--- src/rtl/mm_bus_pkg.sv ---
// Shared definitions for the memory-mapped bus arbiter slice.
// State encodings, default widths and the lock timeout default.
package mm_bus_pkg;

   localparam int MM_ADDR_W_DEF   = 8;
   localparam int MM_DATA_W_DEF   = 16;
   localparam int NUM_MST_DEF     = 2;
   localparam int TIMEOUT_CYC_DEF = 255;

   typedef enum logic [1:0] {
      ST_IDLE = 2'd0,
      ST_XFER = 2'd1,
      ST_ACK  = 2'd2,
      ST_HOLD = 2'd3
   } arb_st_e;

endpackage

--- src/rtl/mm_bus_arb_if.sv ---
// Master-side request/grant bundle plus the shared slave bus.
// The arbiter uses the master modport; masters and slave decode use slave.
interface mm_bus_arb_if
   import mm_bus_pkg::*;
#(
   parameter int NUM_MST       = NUM_MST_DEF,
   parameter int MM_ADDR_WIDTH = MM_ADDR_W_DEF,
   parameter int MM_DATA_WIDTH = MM_DATA_W_DEF
);

   logic [NUM_MST-1:0]               mst_req_i;
   logic [NUM_MST-1:0]               mst_lock_i;
   logic [NUM_MST-1:0]               mst_we_i;
   logic [NUM_MST*MM_ADDR_WIDTH-1:0] mst_addr_i;
   logic [NUM_MST*MM_DATA_WIDTH-1:0] mst_wdata_i;
   logic [NUM_MST-1:0]               mst_gnt_o;
   logic [NUM_MST-1:0]               mst_ack_o;
   logic [MM_DATA_WIDTH-1:0]         mst_rdata_o;
   logic [MM_ADDR_WIDTH-1:0]         mm_m_addr_o;
   logic [MM_DATA_WIDTH-1:0]         mm_m_wdata_o;
   logic                             mm_m_we_o;
   logic [MM_DATA_WIDTH-1:0]         mm_m_rdata_i;
   logic                             arb_tmo_o;

   modport master (
      input  mst_req_i, mst_lock_i, mst_we_i,
      input  mst_addr_i, mst_wdata_i, mm_m_rdata_i,
      output mst_gnt_o, mst_ack_o, mst_rdata_o,
      output mm_m_addr_o, mm_m_wdata_o, mm_m_we_o,
      output arb_tmo_o
   );

   modport slave (
      output mst_req_i, mst_lock_i, mst_we_i,
      output mst_addr_i, mst_wdata_i, mm_m_rdata_i,
      input  mst_gnt_o, mst_ack_o, mst_rdata_o,
      input  mm_m_addr_o, mm_m_wdata_o, mm_m_we_o,
      input  arb_tmo_o
   );

endinterface

--- src/rtl/mm_arb_rr_pick.sv ---
// Combinational rotate-priority picker: first requester after last_gnt.
// last_gnt is one-hot; gnt is one-hot and valid only when vld is set.
module mm_arb_rr_pick #(
   parameter int N = 2
) (
   input  logic [N-1:0] req,
   input  logic [N-1:0] last_gnt,
   output logic [N-1:0] gnt,
   output logic         vld
);

   localparam int IW = (N > 1) ? $clog2(N) : 1;

   logic [IW-1:0] idx;
   int            base;

   always_comb begin
      gnt  = '0;
      vld  = 1'b0;
      base = 0;
      idx  = '0;
      for (int i = 0; i < N; i++) begin
         if (last_gnt[i]) base = i;
      end
      // offset 1..N, so the last owner is considered last
      for (int k = 1; k <= N; k++) begin
         idx = IW'((base + k) % N);
         if (!vld && req[idx]) begin
            gnt[idx] = 1'b1;
            vld      = 1'b1;
         end
      end
   end

endmodule

--- src/rtl/mm_bus_arb.sv ---
// Round-robin arbiter/sequencer for the shared memory-mapped slave bus.
// Optional lock-hold timeout enabled by defining MM_ARB_TIMEOUT_EN.
module mm_bus_arb
   import mm_bus_pkg::*;
#(
   parameter int MM_ADDR_WIDTH = MM_ADDR_W_DEF,
   parameter int MM_DATA_WIDTH = MM_DATA_W_DEF,
   parameter int NUM_MST       = NUM_MST_DEF,
   parameter int TIMEOUT_CYC   = TIMEOUT_CYC_DEF
) (
   input  logic         clk_sys_i,
   input  logic         rst_n_i,
   mm_bus_arb_if.master bus
);

   localparam int AW = MM_ADDR_WIDTH;
   localparam int DW = MM_DATA_WIDTH;
   localparam int N  = NUM_MST;

   arb_st_e       st_q, st_d;
   logic [N-1:0]  gnt_q, last_q, win, sel;
   logic          win_vld;
   logic [AW-1:0] addr_q, sel_addr;
   logic [DW-1:0] wdata_q, sel_wdata, rdata_q;
   logic          we_q, sel_we;
   logic          load, drop, tmo_hit;
   logic          own_req, own_lock;

   mm_arb_rr_pick #(.N(N)) u_pick (
      .req      (bus.mst_req_i),
      .last_gnt (last_q),
      .gnt      (win),
      .vld      (win_vld)
   );

   assign own_req  = |(bus.mst_req_i & gnt_q);
   assign own_lock = |(bus.mst_lock_i & gnt_q);

   always_comb begin
      sel       = (st_q == ST_IDLE) ? win : gnt_q;
      sel_addr  = '0;
      sel_wdata = '0;
      sel_we    = 1'b0;
      for (int i = 0; i < N; i++) begin
         if (sel[i]) begin
            sel_addr  = bus.mst_addr_i[i*AW +: AW];
            sel_wdata = bus.mst_wdata_i[i*DW +: DW];
            sel_we    = bus.mst_we_i[i];
         end
      end
   end

`ifdef MM_ARB_TIMEOUT_EN
   localparam logic [7:0] TMO_LAST = 8'(TIMEOUT_CYC - 1);

   logic [7:0] tmo_cnt_q;
   logic       tmo_q;

   assign tmo_hit = (tmo_cnt_q == TMO_LAST);

   // counter sits at 0 outside HOLD, so every HOLD entry starts fresh
   always_ff @(posedge clk_sys_i) begin
      if (!rst_n_i) begin
         tmo_cnt_q <= '0;
         tmo_q     <= 1'b0;
      end else begin
         tmo_q     <= (st_q == ST_HOLD) && own_lock
                      && !own_req && tmo_hit;
         tmo_cnt_q <= (st_q == ST_HOLD) ?
                      tmo_cnt_q + 8'd1 : 8'd0;
      end
   end

   assign bus.arb_tmo_o = tmo_q;
`else
   logic unused_tmo;

   assign unused_tmo    = ^8'(TIMEOUT_CYC);
   assign tmo_hit       = 1'b0;
   assign bus.arb_tmo_o = 1'b0;
`endif

   always_ff @(posedge clk_sys_i) begin
      if (!rst_n_i) st_q <= ST_IDLE;
      else          st_q <= st_d;
   end

   always_comb begin
      st_d = st_q;
      load = 1'b0;
      drop = 1'b0;
      unique case (st_q)
         ST_IDLE: begin
            if (win_vld) begin
               st_d = ST_XFER;
               load = 1'b1;
            end
         end
         ST_XFER: st_d = ST_ACK;
         ST_ACK: begin
            if (own_lock) begin
               st_d = ST_HOLD;
            end else begin
               st_d = ST_IDLE;
               drop = 1'b1;
            end
         end
         ST_HOLD: begin
            // a new request beats a lock release
            if (own_req) begin
               st_d = ST_XFER;
               load = 1'b1;
            end else if (!own_lock || tmo_hit) begin
               st_d = ST_IDLE;
               drop = 1'b1;
            end
         end
      endcase
   end

   always_ff @(posedge clk_sys_i) begin
      if (!rst_n_i) begin
         gnt_q   <= '0;
         last_q  <= {1'b1, {(N-1){1'b0}}};
         addr_q  <= '0;
         wdata_q <= '0;
         we_q    <= 1'b0;
         rdata_q <= '0;
      end else begin
         if (load) begin
            gnt_q   <= sel;
            last_q  <= sel;
            addr_q  <= sel_addr;
            wdata_q <= sel_wdata;
            we_q    <= sel_we;
         end
         if (drop) gnt_q <= '0;
         if (st_q == ST_XFER) rdata_q <= bus.mm_m_rdata_i;
      end
   end

   // bus is forced idle outside XFER so each write is a single strobe
   always_comb begin
      bus.mm_m_addr_o  = '0;
      bus.mm_m_wdata_o = '0;
      bus.mm_m_we_o    = 1'b0;
      bus.mst_ack_o    = '0;
      bus.mst_gnt_o    = gnt_q;
      bus.mst_rdata_o  = rdata_q;
      if (st_q == ST_XFER) begin
         bus.mm_m_addr_o  = addr_q;
         bus.mm_m_wdata_o = wdata_q;
         bus.mm_m_we_o    = we_q;
      end
      if (st_q == ST_ACK) bus.mst_ack_o = gnt_q;
   end

endmodule
--- src/flat_wrapper.sv ---
// flat-port wrapper written by rule: the top's interface ports become plain ports
module mm_bus_arb_flat import mm_bus_pkg::*;
#(
   parameter int MM_ADDR_WIDTH = MM_ADDR_W_DEF,
   parameter int MM_DATA_WIDTH = MM_DATA_W_DEF,
   parameter int NUM_MST       = NUM_MST_DEF,
   parameter int TIMEOUT_CYC   = TIMEOUT_CYC_DEF
)
  (clk_sys_i, rst_n_i, bus_mst_req_i, bus_mst_lock_i, bus_mst_we_i, bus_mst_addr_i, bus_mst_wdata_i, bus_mm_m_rdata_i, bus_mst_gnt_o, bus_mst_ack_o, bus_mst_rdata_o, bus_mm_m_addr_o, bus_mm_m_wdata_o, bus_mm_m_we_o, bus_arb_tmo_o);
  mm_bus_arb_if #(.NUM_MST(NUM_MST), .MM_ADDR_WIDTH(MM_ADDR_WIDTH), .MM_DATA_WIDTH(MM_DATA_WIDTH)) bus_i ();
  input  logic clk_sys_i;
  input  logic rst_n_i;
  input wire logic [$bits(bus_i.mst_req_i)-1:0] bus_mst_req_i;
  input wire logic [$bits(bus_i.mst_lock_i)-1:0] bus_mst_lock_i;
  input wire logic [$bits(bus_i.mst_we_i)-1:0] bus_mst_we_i;
  input wire logic [$bits(bus_i.mst_addr_i)-1:0] bus_mst_addr_i;
  input wire logic [$bits(bus_i.mst_wdata_i)-1:0] bus_mst_wdata_i;
  input wire logic [$bits(bus_i.mm_m_rdata_i)-1:0] bus_mm_m_rdata_i;
  output wire logic [$bits(bus_i.mst_gnt_o)-1:0] bus_mst_gnt_o;
  output wire logic [$bits(bus_i.mst_ack_o)-1:0] bus_mst_ack_o;
  output wire logic [$bits(bus_i.mst_rdata_o)-1:0] bus_mst_rdata_o;
  output wire logic [$bits(bus_i.mm_m_addr_o)-1:0] bus_mm_m_addr_o;
  output wire logic [$bits(bus_i.mm_m_wdata_o)-1:0] bus_mm_m_wdata_o;
  output wire logic [$bits(bus_i.mm_m_we_o)-1:0] bus_mm_m_we_o;
  output wire logic [$bits(bus_i.arb_tmo_o)-1:0] bus_arb_tmo_o;
  assign bus_i.mst_req_i = bus_mst_req_i;
  assign bus_i.mst_lock_i = bus_mst_lock_i;
  assign bus_i.mst_we_i = bus_mst_we_i;
  assign bus_i.mst_addr_i = bus_mst_addr_i;
  assign bus_i.mst_wdata_i = bus_mst_wdata_i;
  assign bus_i.mm_m_rdata_i = bus_mm_m_rdata_i;
  assign bus_mst_gnt_o = bus_i.mst_gnt_o;
  assign bus_mst_ack_o = bus_i.mst_ack_o;
  assign bus_mst_rdata_o = bus_i.mst_rdata_o;
  assign bus_mm_m_addr_o = bus_i.mm_m_addr_o;
  assign bus_mm_m_wdata_o = bus_i.mm_m_wdata_o;
  assign bus_mm_m_we_o = bus_i.mm_m_we_o;
  assign bus_arb_tmo_o = bus_i.arb_tmo_o;
  mm_bus_arb #(.MM_ADDR_WIDTH(MM_ADDR_WIDTH), .MM_DATA_WIDTH(MM_DATA_WIDTH), .NUM_MST(NUM_MST), .TIMEOUT_CYC(TIMEOUT_CYC)) u_core (.clk_sys_i(clk_sys_i), .rst_n_i(rst_n_i), .bus(bus_i));
endmodule
--- config.mk ---
export PLATFORM = sky130hd
export DESIGN_NAME = mm_bus_arb_flat
export DESIGN_NICKNAME = d
export VERILOG_FILES = /design/src/rtl/mm_bus_pkg.sv /design/src/rtl/mm_bus_arb_if.sv /design/src/rtl/mm_arb_rr_pick.sv /design/src/rtl/mm_bus_arb.sv /design/src/flat_wrapper.sv
export SDC_FILE = /design/constraint.sdc
export NUM_CORES = 1
export LEC_CHECK = 0
export ABC_AREA = 0
export CELL_PAD_IN_SITES_DETAIL_PLACEMENT = 0
export CELL_PAD_IN_SITES_GLOBAL_PLACEMENT = 1
export CORE_MARGIN = 2
export CORE_UTILIZATION = 29
export CTS_BUF_LIST = sky130_fd_sc_hd__clkbuf_8
export DETAILED_ROUTE_END_ITERATION = 16
export HOLD_SLACK_MARGIN = 0.03
export PLACE_DENSITY = 0.92
export SLEW_MARGIN = 40
export SYNTH_ARGS = -nofsm -noshare
export SYNTH_HDL_FRONTEND = slang
export SYNTH_SLANG_ARGS = --single-unit
--- constraint.sdc ---
create_clock -name clk_sys_i -period 2.56 [get_ports clk_sys_i]
set_clock_uncertainty 0.15 [all_clocks]
set_input_delay 0.384 -clock clk_sys_i [delete_from_list [all_inputs] [get_ports clk_sys_i]]
set_output_delay 0.384 -clock clk_sys_i [all_outputs]
set_load 0.02 [all_outputs]
==> results of run 1 <==
cell families (layout without fill, tap and decap cells):
family	count (synthesis)	after routing	share of synthesized area (%)
compound gates	67	67	26.6
fa+ha+maj	5	5	2.71
buf+inv	21	133	5.32
flops	46	46	40.0
mux	17	17	7.60
other cells	1	1	0.163
simple gates	84	84	17.6
layout make-up:
type / instances / area, µm² / area share, %
flip-flops and latches: 46 / 921 / 25.2
clock buffers: 6 / 82.6 / 2.26
well taps: 102 / 128 / 3.49
inverters: 3 / 11.3 / 0.308
clock inverters: 2 / 12.5 / 0.342
repair buffers: 122 / 1240 / 33.9
multi-input cells: 174 / 1260 / 34.6
final timing paths:
kind,startpoint,to
min,u_core.bus.mst_rdata_o[2]$_SDFFE_PN0N_,u_core.bus.mst_rdata_o[2]$_SDFFE_PN0N_
min reg2reg,u_core.bus.mst_rdata_o[2]$_SDFFE_PN0N_,u_core.bus.mst_rdata_o[2]$_SDFFE_PN0N_
max,u_core.st_q[1]$_SDFFE_PN0P_,bus_mm_m_addr_o[6]
max reg2reg,u_core.st_q[0]$_SDFFE_PN0P_,u_core.wdata_q[8]$_SDFFE_PN0P_
synthesized netlist by cell type:
cell type and instances:
sky130_fd_sc_hd__a22o_2 1, sky130_fd_sc_hd__a22oi_4 1, sky130_fd_sc_hd__dfxtp_1 46, sky130_fd_sc_hd__a21oi_1 2
sky130_fd_sc_hd__a31oi_1 2, sky130_fd_sc_hd__a31o_2 1, sky130_fd_sc_hd__or2_1 1, sky130_fd_sc_hd__nor2b_1 1
sky130_fd_sc_hd__o21ai_0 24, sky130_fd_sc_hd__and2_1 28, sky130_fd_sc_hd__a221oi_2 20, sky130_fd_sc_hd__a22o_4 1
sky130_fd_sc_hd__mux2_4 1, sky130_fd_sc_hd__nor3_1 1, sky130_fd_sc_hd__buf_6 4, sky130_fd_sc_hd__a32oi_1 1
sky130_fd_sc_hd__nor2_1 47, sky130_fd_sc_hd__nor3b_1 2, sky130_fd_sc_hd__clkinv_1 1, sky130_fd_sc_hd__buf_4 2
sky130_fd_sc_hd__ha_1 5, sky130_fd_sc_hd__and2b_1 1, sky130_fd_sc_hd__o211a_1 1, sky130_fd_sc_hd__clkbuf_1 7
sky130_fd_sc_hd__a22o_1 1, sky130_fd_sc_hd__mux2i_1 16, sky130_fd_sc_hd__o22ai_1 1, sky130_fd_sc_hd__inv_1 2
sky130_fd_sc_hd__conb_1 1, sky130_fd_sc_hd__a22oi_1 1, sky130_fd_sc_hd__o21ai_1 4, sky130_fd_sc_hd__nand2b_1 1
sky130_fd_sc_hd__buf_2 5, sky130_fd_sc_hd__nand2_1 1, sky130_fd_sc_hd__a21boi_1 1, sky130_fd_sc_hd__a221oi_1 5
sky130_fd_sc_hd__nand3_1 1
through the flow:
| step | worst slack [ns] | hold slack [ns] | std cells | total power [mW] | util, % |
|---|---|---|---|---|---|
| finish | 0.101 | 0.353 | 455 | 2.31 | 47.3 |
| CTS | 0.0445 | 0.355 | 455 | 2.34 | 47.1 |
| floorplan | 0.701 | 0.306 | 241 | 1.52 | - |
| detailed placement | 0.272 | 0.335 | 447 | 1.87 | 45.8 |
| global placement | 0.337 | 0.323 | 447 | 1.85 | 45.8 |
| global route | 0.000344 | 0.376 | 455 | 2.45 | 47.3 |
critical path: stages, from the launching register on:
cell and delay (ns):
sky130_fd_sc_hd__dfxtp_1 0.35, sky130_fd_sc_hd__inv_1 0.13, sky130_fd_sc_hd__ha_2 0.20, sky130_fd_sc_hd__buf_4 0.20
sky130_fd_sc_hd__and2_1 0.15, sky130_fd_sc_hd__clkdlybuf4s50_1 0.60
registers in the layout, summed over array words and instances (netlist names):
register	cells
u_core.last_q	1
u_core.st_q	2
u_core.we_q	1
u_core.bus.mst_gnt_o	2
u_core.addr_q	8
u_core.wdata_q	16
u_core.bus.mst_rdata_o	16
repair_timing:
| item | 4_1_cts | 5_1_grt |
|---|---|---|
| buffers inserted | 0 | 0 |
| resized for setup | 0 | 8 |
| setup endpoints to repair | 0 | 8 |
power by group through the flow:
stage | Clock, mW | Sequential, mW | Combinational (mW)
global route | 0.504 | 0.925 | 1.02
detailed placement | 0 | 0.924 | 0.946
floorplan | 0 | 0.945 | 0.573
global placement | 0 | 0.920 | 0.934
finish | 0.462 | 0.910 | 0.934
CTS | 0.485 | 0.909 | 0.950
layer usage:
layer / routed length [µm] / part of all wire (%)
met3: 281 / 4.3
met4: 121 / 1.9
met1: 2860 / 44
met5: 0 / 0
met2: 3210 / 50
==> impl_results.rst, run 1 <==
.. list-table::
   :header-rows: 1

   * - Metric
     - Value
   * - Yosys warnings
     - 0
   * - Number of vias per cell
     - 4.79
   * - Die span in x
     - between 90 and 100 µm
   * - Number of sinks driven by the clock tree
     - 46
   * - GR met3 Demand/Resource
     - 2.50%
   * - GR Util met1
     - between 10% and 20%
   * - Initial Util
     - 29.8%
   * - Sort of element at the start of the critical path
     - flip-flop
   * - Area leader, netlist
     - sky130_fd_sc_hd__dfxtp_1
   * - Final Max Slew Viols
     - 0
   * - Post-route cell area
     - 3660 µm²
   * - Floorplan row count
     - 32
   * - Longest Clk Path Bufs
     - 2
   * - Wire length of the first global-routing pass
     - 10400 µm
   * - Power share of the clock group
     - between 20% and 30%
   * - Post-synthesis instance area
     - roughly 2300 µm²
   * - Routed wire length
     - 6470 µm
   * - Number of vias after detailed routing
     - 2178
   * - Antenna viol nets, final
     - 0
   * - Internal Dissipation
     - 1.51 mW
   * - Placed cell area
     - 3540 µm²
   * - Total number of H-tree levels
     - 2
   * - Antenna diodes
     - 0
   * - Worst ir drop on vdd
     - 0.000229 V
   * - Final weighted congestion in routability-driven placement
     - 0.797
   * - Area share of the leading cell type in the synthesized netlist
     - 40.0%
   * - Worst-path clk slew
     - 0.08 ns
   * - Comb power frac
     - 40.5%
   * - Reported max-cap violation count
     - 0
   * - Final HPWL DP
     - 4630 µm
   * - Lkg Pwr
     - approximately 1.6 nW
   * - Total global routing track utilization
     - roughly 15%
   * - Switching power
     - 798 µW
   * - Power density over cell area
     - approximately 630 nW/µm²
   * - Critical path fanouts, max
     - 17
   * - Worst reg2reg path depth
     - 6
   * - Worst slew slack as a fraction of its limit
     - 49.2%
   * - Number of clock buffers inserted by TritonCTS
     - 5
   * - Final net count
     - 429
   * - Transition time at the pin with the least slew margin
     - around 0.76 ns
   * - Core area
     - between 7000 and 8000 µm²
   * - Area of the die
     - 8680 µm²
   * - Setup violations, final
     - 0
   * - Post-detailed-route DRC marker count
     - 0
   * - Worst setup slack for register-to-register paths
     - slightly below 0.4 ns
   * - Type of element capturing the critical path
     - output port
   * - Yosys cell types
     - 37
   * - Clock insertion delay at the later pin of the skew report
     - 0.29 ns
   * - DRT iter0 DRCs
     - 62
   * - Aggregate negative setup slack
     - 0 ns
   * - Clock tree from TritonCTS
     - built
   * - Run status
     - complete, no violations
   * - Count of fill cells added during filler insertion
     - 745
   * - Global routing met2 resource utilization
     - 26.2%
   * - Cell types occupying the most area after synthesis
     - sky130_fd_sc_hd__dfxtp_1, sky130_fd_sc_hd__a221oi_2, sky130_fd_sc_hd__nor2_1
   * - Most frequent standard cell in the layout excluding fill and tap cells
     - sky130_fd_sc_hd__clkdlybuf4s50_1
   * - Layout cells sized above 1
     - ~11%
   * - Net count after synthesis
     - 318
   * - RSZ-0062 raised after global routing
     - no
   * - Sequential cell fraction of total power
     - around two fifths
   * - Maximum number of pins on one net before global-route repair
     - 28
   * - Worst Hold Path Cells
     - 2
   * - Synthesized instance count
     - 241
   * - Fraction of the yosys area taken by sequential cells
     - between 30% and 40%
   * - Synthesis-to-finish area growth
     - 58.7%
   * - Final period utilization
     - 96.0%
   * - Worst setup path class
     - reg -> out
   * - Global route overflow
     - 0
   * - Number of buffers inserted by hold repair at cts
     - 0
   * - Number of buffer cells added on primary ports
     - around 120
   * - Routed wire per std cell
     - 14.2 µm
   * - Number of global-route vias before repair
     - ~2200
   * - Arrival time reported for the critical path endpoint
     - 1.92 ns
   * - Busiest layer in global routing
     - met2
   * - DR pass1 iterations
     - 4
   * - Antenna violations before repair
     - 0
   * - Root Buffer
     - sky130_fd_sc_hd__clkbuf_8
   * - Die extent in y
     - 93.1 µm
   * - Min cycle time layout
     - 2.46 ns
   * - Final count of hold timing violations
     - 0
   * - Synthesized area divided by synthesized cell count
     - roughly 9.6 µm²
   * - Switching part of the total
     - 34.6%
   * - Post-synthesis sequential element count
     - 46
   * - Peak Freq
     - 407 MHz
   * - Class of the tightest hold or removal check
     - reg -> reg
   * - Data required, critical path
     - 2.03 ns
   * - Commonest cells after routing, fill and taps aside
     - sky130_fd_sc_hd__clkdlybuf4s50_1, sky130_fd_sc_hd__nor2_1, sky130_fd_sc_hd__dfxtp_1, sky130_fd_sc_hd__and2_1, sky130_fd_sc_hd__o21ai_0
   * - Number of top-level pins
     - about 120
Note: power is estimated with default switching activity, not from simulation.
==> run 2: changes to the inputs <==
--- a/config.mk
+++ b/config.mk
@@ -13,5 +13,5 @@
 export CTS_BUF_LIST = sky130_fd_sc_hd__clkbuf_8
 export DETAILED_ROUTE_END_ITERATION = 16
-export HOLD_SLACK_MARGIN = 0.03
+export HOLD_SLACK_MARGIN = 0.1
 export PLACE_DENSITY = 0.92
 export SLEW_MARGIN = 40
==> constraint.sdc (replaced) <==
create_clock -name clk_sys_i -period 2.56 [get_ports clk_sys_i]
set_clock_uncertainty 0.15 [all_clocks]
set_input_delay 0.512 -clock clk_sys_i [delete_from_list [all_inputs] [get_ports clk_sys_i]]
set_output_delay 0.512 -clock clk_sys_i [all_outputs]
set_load 0.02 [all_outputs]
==> run 2 against run 1 <==
Against the previous run: fmax rose by 1.9%; sequential power barely moved; die area did not move; non-clock buffer count did not move; critical path type unchanged; utilization fell by 0.52 points; combinational power fell by 2%; power rose by 1.9%; sequential cell count did not move; clock-buffer cell count fell by 1.
==> impl_results.rst, run 2 (same netlist as run 1, synthesis figures left out) <==
.. list-table::
   :header-rows: 1

   * - Metric
     - Value
   * - Run status
     - complete, no violations
   * - Wire length of the first global-routing pass
     - 10400 µm (-0.13%)
   * - Antenna diodes
     - 0 (unchanged)
   * - Total area of multi-input combinational cells
     - 1260 µm² (unchanged)
   * - List of cells traversed by the critical path
     - inv_1, ha_1, and2_1, clkdlybuf4s50_1
   * - Reported max-cap violation count
     - 0 (unchanged)
   * - Area of the die
     - 8680 µm² (unchanged)
   * - Maximum number of pins on one net before global-route repair
     - 28 (unchanged)
   * - Total number of H-tree levels
     - 2 (unchanged)
   * - Die span in x
     - 93.1 µm (unchanged)
   * - Worst ir drop on vdd
     - 0.000292 V (+28%)
   * - Die extent in y
     - 93.1 µm (unchanged)
   * - Cell count after placement
     - 447 (unchanged)
   * - Worst-path clk slew
     - 0.08 ns (about the same)
   * - Class of the tightest hold or removal check
     - reg -> reg
   * - Number of vias per cell
     - 4.82 (+0.60%)
   * - Synthesis-to-finish area growth
     - 56.9%
   * - Peak Freq
     - 414 MHz (+1.9%)
   * - Clock insertion delay at the later pin of the skew report
     - 0.29 ns (about the same)
   * - Number of vias after detailed routing
     - 2191 (+0.60%)
   * - Resize count post-CTS
     - 25 (+25)
   * - Post-route non-filler standard cell count
     - 455 (unchanged)
   * - Longest Clk Path Bufs
     - 2 (unchanged)
   * - Power density over cell area
     - 650 nW/µm² (+3.0%)
   * - Delay of the slowest critical-path stage
     - 0.53 ns (-0.07 ns)
   * - Number of buffer cells added on primary ports
     - 116 (unchanged)
   * - Lkg Pwr
     - 1.56 nW (-1.0%)
   * - DRT iter0 DRCs
     - 94 (+52%)
   * - Clock tree from TritonCTS
     - built
   * - Number of clock buffers inserted by TritonCTS
     - 5 (unchanged)
   * - Final net count
     - 429 (unchanged)
   * - Initial Util
     - 29.8% (unchanged)
   * - Total global routing track utilization
     - 14.9% (+0.030 points)
   * - Worst setup path class
     - reg -> out
   * - DR pass1 iterations
     - 4 (unchanged)
   * - Number of global-route vias before repair
     - 2211 (-1.1%)
   * - Post-detailed-route DRC marker count
     - 0 (unchanged)
   * - Utilization of the core after routing
     - 46.8% (-0.52 points)
   * - Antenna viol nets, final
     - 0 (unchanged)
   * - Most frequent standard cell in the layout excluding fill and tap cells
     - sky130_fd_sc_hd__clkdlybuf4s50_1
   * - Commonest cells after routing, fill and taps aside
     - sky130_fd_sc_hd__clkdlybuf4s50_1, sky130_fd_sc_hd__nor2_1, sky130_fd_sc_hd__dfxtp_1, sky130_fd_sc_hd__and2_1, sky130_fd_sc_hd__dlygate4sd2_1
   * - Data required, critical path
     - 1.90 ns (-0.13 ns)
   * - Number of top-level pins
     - 118 (unchanged)
   * - Setup violations, final
     - 0 (unchanged)
   * - Register Area
     - 921 µm² (unchanged)
   * - Final count of hold timing violations
     - 0 (unchanged)
   * - Sort of element at the start of the critical path
     - flip-flop
   * - Global route overflow
     - 0 (unchanged)
   * - Arrival time reported for the critical path endpoint
     - 1.75 ns (-0.17 ns)
   * - Final HPWL DP
     - 4650 µm (+0.46%)
   * - Root Buffer
     - sky130_fd_sc_hd__clkbuf_8
   * - Post-CTS repair timing setup buffer count
     - 0 (unchanged)
   * - Final Max Slew Viols
     - 0 (unchanged)
   * - Core area
     - 7730 µm² (unchanged)
   * - Standard cell with the maximum stage delay on the critical path
     - sky130_fd_sc_hd__clkdlybuf4s50_1
   * - Floorplan row count
     - 32 (unchanged)
   * - Transition time at the pin with the least slew margin
     - 0.821 ns (+0.0588 ns)
   * - Routed wire per std cell
     - 14.4 µm (+1.4%)
   * - Min cycle time layout
     - 2.41 ns (-0.0448 ns)
   * - Final period utilization
     - 94.3% (-1.8 points)
   * - Layout cells sized above 1
     - 10.8% (-0.57 points)
   * - Count of fill cells added during filler insertion
     - 735 (-1.3%)
   * - Number of sinks driven by the clock tree
     - 46 (unchanged)
   * - Final weighted congestion in routability-driven placement
     - 0.800 (+0.40%)
   * - Worst slew slack as a fraction of its limit
     - 45.3% (-3.9 points)
   * - Type of element capturing the critical path
     - output port
   * - Routed wire length
     - 6560 µm (+1.4%)
   * - Aggregate negative setup slack
     - 0 ns (unchanged)
   * - RSZ-0062 raised after global routing
     - no
   * - Critical path fanouts, max
     - 5 (-12)
   * - Number of buffers inserted by hold repair at cts
     - 0 (unchanged)
   * - Antenna violations before repair
     - 0 (unchanged)
==> run 2: changes by cell type in the layout (fill, tap and decap cells not counted), sizes merged <==
cell,before,now
dlymetal6s2s,8,0
dlygate4sd2,0,25
bufinv,0,1
clkinvlp,1,0
inv,2,4
clkbuf,6,5
clkdlybuf4s50,108,91
clkinv,2,1
==> run 2: power by group <==
group	switching [mW]	internal (mW)	total [mW]
sequential	0.0697	0.842	0.911
clock	0.239	0.284	0.523
combinational	0.489	0.427	0.916
total	0.797	1.55	2.35
==> run 2: metal layers <==
layer	global-route usage [%]	part of all wire [%]	vias to the layer above
li1	-	-	1082
met1	17.6	42	1023
met2	26.1	50	72
met3	2.82	4.7	14
met4	6.86	3.0	0
met5	0	0	-
==> run 2: stage by stage <==
stage / total power [mW] / hold WS (ns) / instance area (µm²) / worst slack (ns)
after floorplan: 1.52 / 0.306 / 2300 / 0.693
after global placement: 1.86 / 0.323 / 3540 / 0.199
after detailed placement: 1.88 / 0.328 / 3540 / 0.138
after CTS: 2.38 / 0.351 / 3620 / 0.127
after global routing: 2.49 / 0.381 / 3620 / 0.0487
final: 2.35 / 0.349 / 3620 / 0.146
==> run 2: path summary, 6_finish.rpt <==
kind,startpoint,cells after the start,end,slack [ns]
hold reg to reg,u_core.wdata_q[13]$_SDFFE_PN0P_,2,u_core.wdata_q[13]$_SDFFE_PN0P_,0.35
hold / removal,u_core.wdata_q[13]$_SDFFE_PN0P_,2,u_core.wdata_q[13]$_SDFFE_PN0P_,0.35
setup reg to reg,u_core.st_q[0]$_SDFFE_PN0P_,6,u_core.wdata_q[11]$_SDFFE_PN0P_,0.36
setup / recovery,u_core.st_q[0]$_SDFFE_PN0P_,4,bus_mst_ack_o[0],0.15
==> run 2: cell type report <==
| class | instances | area share [%] |
|---|---|---|
| clock buffer | 5 | 1.90 |
| clock inverter | 3 | 1.04 |
| inverter | 3 | 0.311 |
| multi-input combinational | 174 | 34.9 |
| sequential | 46 | 25.5 |
| tap | 102 | 3.53 |
| timing repair buffer | 122 | 32.8 |
==> run 2: worst max-delay path, delay by kind of cell, from the launching register on <==
family	cells	cell delay (ns)
simple gates	1	0.16
flops	1	0.41
fa+ha+maj	1	0.25
buf+inv	2	0.64
==> run 3: changes to the inputs <==
- PLACE_DENSITY: 0.92 -> 0.91
==> run 3 against run 2 <==
Against the previous run: non-clock buffer count is 1 lower; power up 1.8%; sequential share of layout area fell by 0.14 points; largest cell class unchanged.
==> impl_results.rst, run 3 (same netlist as run 1, synthesis figures left out) <==
.. list-table::
   :header-rows: 1

   * - Metric
     - Value
   * - Post-detailed-route DRC marker count
     - 0 (unchanged)
   * - Peak Freq
     - 413 MHz (-0.27%)
   * - Worst r2r src
     - u_core.st_q[1]$_SDFFE_PN0P_
   * - Synthesis-to-finish area growth
     - 58.0%
   * - Routed wire length
     - 6570 µm (about the same)
   * - Total area of multi-input combinational cells
     - 1260 µm² (unchanged)
   * - Class of the tightest hold or removal check
     - reg -> reg
   * - DR pass1 iterations
     - 5 (+1)
   * - Final net count
     - 428 (-0.23%)
   * - Number of clock buffers inserted by TritonCTS
     - 5 (unchanged)
   * - Maximum number of pins on one net before global-route repair
     - 28 (unchanged)
   * - Final HPWL DP
     - 4700 µm (+1.0%)
   * - Worst reg2reg path depth
     - 6 (unchanged)
   * - Final period utilization
     - 94.6% (+0.26 points)
   * - Power density over cell area
     - 657 nW/µm² (+1.1%)
   * - Number of buffers inserted by hold repair at cts
     - 0 (unchanged)
   * - Final Max Slew Viols
     - 0 (unchanged)
   * - Number of global-route vias before repair
     - 2153 (-2.6%)
   * - Antenna viol nets, final
     - 0 (unchanged)
   * - Antenna violations before repair
     - 0 (unchanged)
   * - Clock tree from TritonCTS
     - built
   * - Lkg Pwr
     - 1.56 nW (about the same)
   * - DRT iter0 DRCs
     - 79 (-16%)
   * - Initial Util
     - 29.8% (unchanged)
   * - Final count of hold timing violations
     - 0 (unchanged)
   * - Arrival time reported for the critical path endpoint
     - 1.76 ns (about the same)
   * - Core area
     - 7730 µm² (unchanged)
   * - Min cycle time layout
     - 2.42 ns (+0.00665 ns)
   * - Critical path fanouts, max
     - 5 (unchanged)
   * - Most frequent standard cell in the layout excluding fill and tap cells
     - sky130_fd_sc_hd__clkdlybuf4s50_1
   * - Number of vias after detailed routing
     - 2158 (-1.5%)
   * - Post-route cell area
     - 3640 µm² (+0.69%)
   * - Final weighted congestion in routability-driven placement
     - 0.782 (-2.3%)
   * - RSZ-0062 raised after global routing
     - no
   * - Setup violations, final
     - 0 (unchanged)
   * - Worst setup slack after layout
     - 0.139 ns (-0.00665 ns)
   * - Root Buffer
     - sky130_fd_sc_hd__clkbuf_8
   * - Placed cell area
     - 3560 µm² (+0.49%)
   * - Worst slew slack as a fraction of its limit
     - 46.1% (+0.80 points)
   * - Layout cells sized above 1
     - 11.1% (+0.35 points)
   * - Number of vias per cell
     - 4.76 (-1.1%)
   * - Number of top-level pins
     - 118 (unchanged)
   * - Critical path origin
     - u_core.st_q[0]$_SDFFE_PN0P_
   * - Total number of H-tree levels
     - 2 (unchanged)
   * - Longest Clk Path Bufs
     - 2 (unchanged)
   * - Sort of element at the start of the critical path
     - flip-flop
   * - Data required, critical path
     - 1.90 ns (about the same)
   * - Antenna diodes
     - 0 (unchanged)
   * - Run status
     - complete, no violations
   * - Worst ir drop on vdd
     - 0.000411 V (+41%)
   * - Die extent in y
     - 93.1 µm (unchanged)
   * - Commonest cells after routing, fill and taps aside
     - sky130_fd_sc_hd__clkdlybuf4s50_1, sky130_fd_sc_hd__nor2_1, sky130_fd_sc_hd__dfxtp_1, sky130_fd_sc_hd__and2_1, sky130_fd_sc_hd__dlygate4sd2_1
   * - Transition time at the pin with the least slew margin
     - 0.809 ns (-0.0120 ns)
   * - Total global routing track utilization
     - 15.4% (+0.44 points)
   * - Worst setup slack for register-to-register paths
     - 0.36 ns (about the same)
   * - Post-CTS repair timing setup buffer count
     - 0 (unchanged)
   * - Min-Delay Startpoint
     - u_core.bus.mst_rdata_o[5]$_SDFFE_PN0N_
   * - Area of the die
     - 8680 µm² (unchanged)
   * - Worst setup path class
     - reg -> out
   * - Aggregate negative setup slack
     - 0 ns (unchanged)
   * - Total Power
     - 2.39 mW (+1.8%)
   * - Number of buffer cells added on primary ports
     - 116 (unchanged)
   * - Worst-path clk slew
     - 0.08 ns (about the same)
   * - Worst Hold Path Cells
     - 2 (unchanged)
   * - Type of element capturing the critical path
     - output port
   * - Die span in x
     - 93.1 µm (unchanged)
   * - Wire length of the first global-routing pass
     - 10600 µm (+2.3%)
   * - Pre-CTS setup slack
     - 0.158 ns (+0.0195 ns)
   * - Reported max-cap violation count
     - 0 (unchanged)
   * - Register Area
     - 922 µm² (+0.14%)
   * - Floorplan row count
     - 32 (unchanged)
   * - Clock insertion delay at the later pin of the skew report
     - 0.29 ns (about the same)
   * - Routed wire per std cell
     - 14.5 µm (+0.52%)
   * - Number of sinks driven by the clock tree
     - 46 (unchanged)
   * - Count of fill cells added during filler insertion
     - 733 (-0.27%)
   * - Global route overflow
     - 0 (unchanged)
==> run 3: cell types whose count changed in the layout (fill, tap and decap cells not counted), sizes merged <==
cell,change
inv,-2
buf,-1
clkbuf,+1
==> run 3: critical path, cell delays in order (launching register included) <==
cell                              delay, ns
sky130_fd_sc_hd__dfxtp_2               0.36
sky130_fd_sc_hd__inv_1                 0.11
sky130_fd_sc_hd__ha_1                  0.25
sky130_fd_sc_hd__and2_1                0.15
sky130_fd_sc_hd__clkdlybuf4s50_1       0.60
==> run 3: metal layers <==
layer	vias up	GRT usage, %	part of all wire, %
met3	4	4.03	6.1
li1	1079	-	-
met2	64	25.4	49
met1	1011	20.1	44
met4	0	3.68	0.85
met5	-	0	0
==> run 3: cell type report <==
type | count | area share (%)
multi-input combinational | 174 | 34.7
timing repair buffer | 121 | 33.1
sequential | 46 | 25.3
tap | 102 | 3.50
clock buffer | 6 | 2.27
clock inverter | 1 | 0.824
inverter | 3 | 0.309
==> run 3: per-stage QoR <==
| step | std cells | util [%] | hold WS (ns) |
|---|---|---|---|
| final | 453 | 47.1 | 0.347 |
| after global routing | 453 | 47.1 | 0.378 |
| after CTS | 453 | 47.1 | 0.355 |
| after detailed placement | 446 | 46.1 | 0.334 |
| after global placement | 446 | 46.1 | 0.325 |
| after floorplan | 241 | - | 0.306 |
==> run 3: repair_timing <==
| action | CTS | global route |
|---|---|---|
| resized for setup | 25 | 1 |
| setup endpoints to repair | 25 | 2 |
| pin swaps | 0 | 0 |
| gates cloned | 0 | 0 |
==> run 3: path summary, 6_finish.rpt <==
kind	endpoint
max	bus_mst_ack_o[0]
min	u_core.bus.mst_rdata_o[5]$_SDFFE_PN0N_
max reg2reg	u_core.addr_q[7]$_SDFFE_PN0P_
min reg2reg	u_core.bus.mst_rdata_o[5]$_SDFFE_PN0N_
==> run 3: where the power goes <==
part | total, mW | switching [mW] | internal, mW
clock | 0.549 | 0.236 | 0.312
sequential | 0.913 | 0.0711 | 0.842
combinational | 0.929 | 0.490 | 0.439
total | 2.39 | 0.798 | 1.59
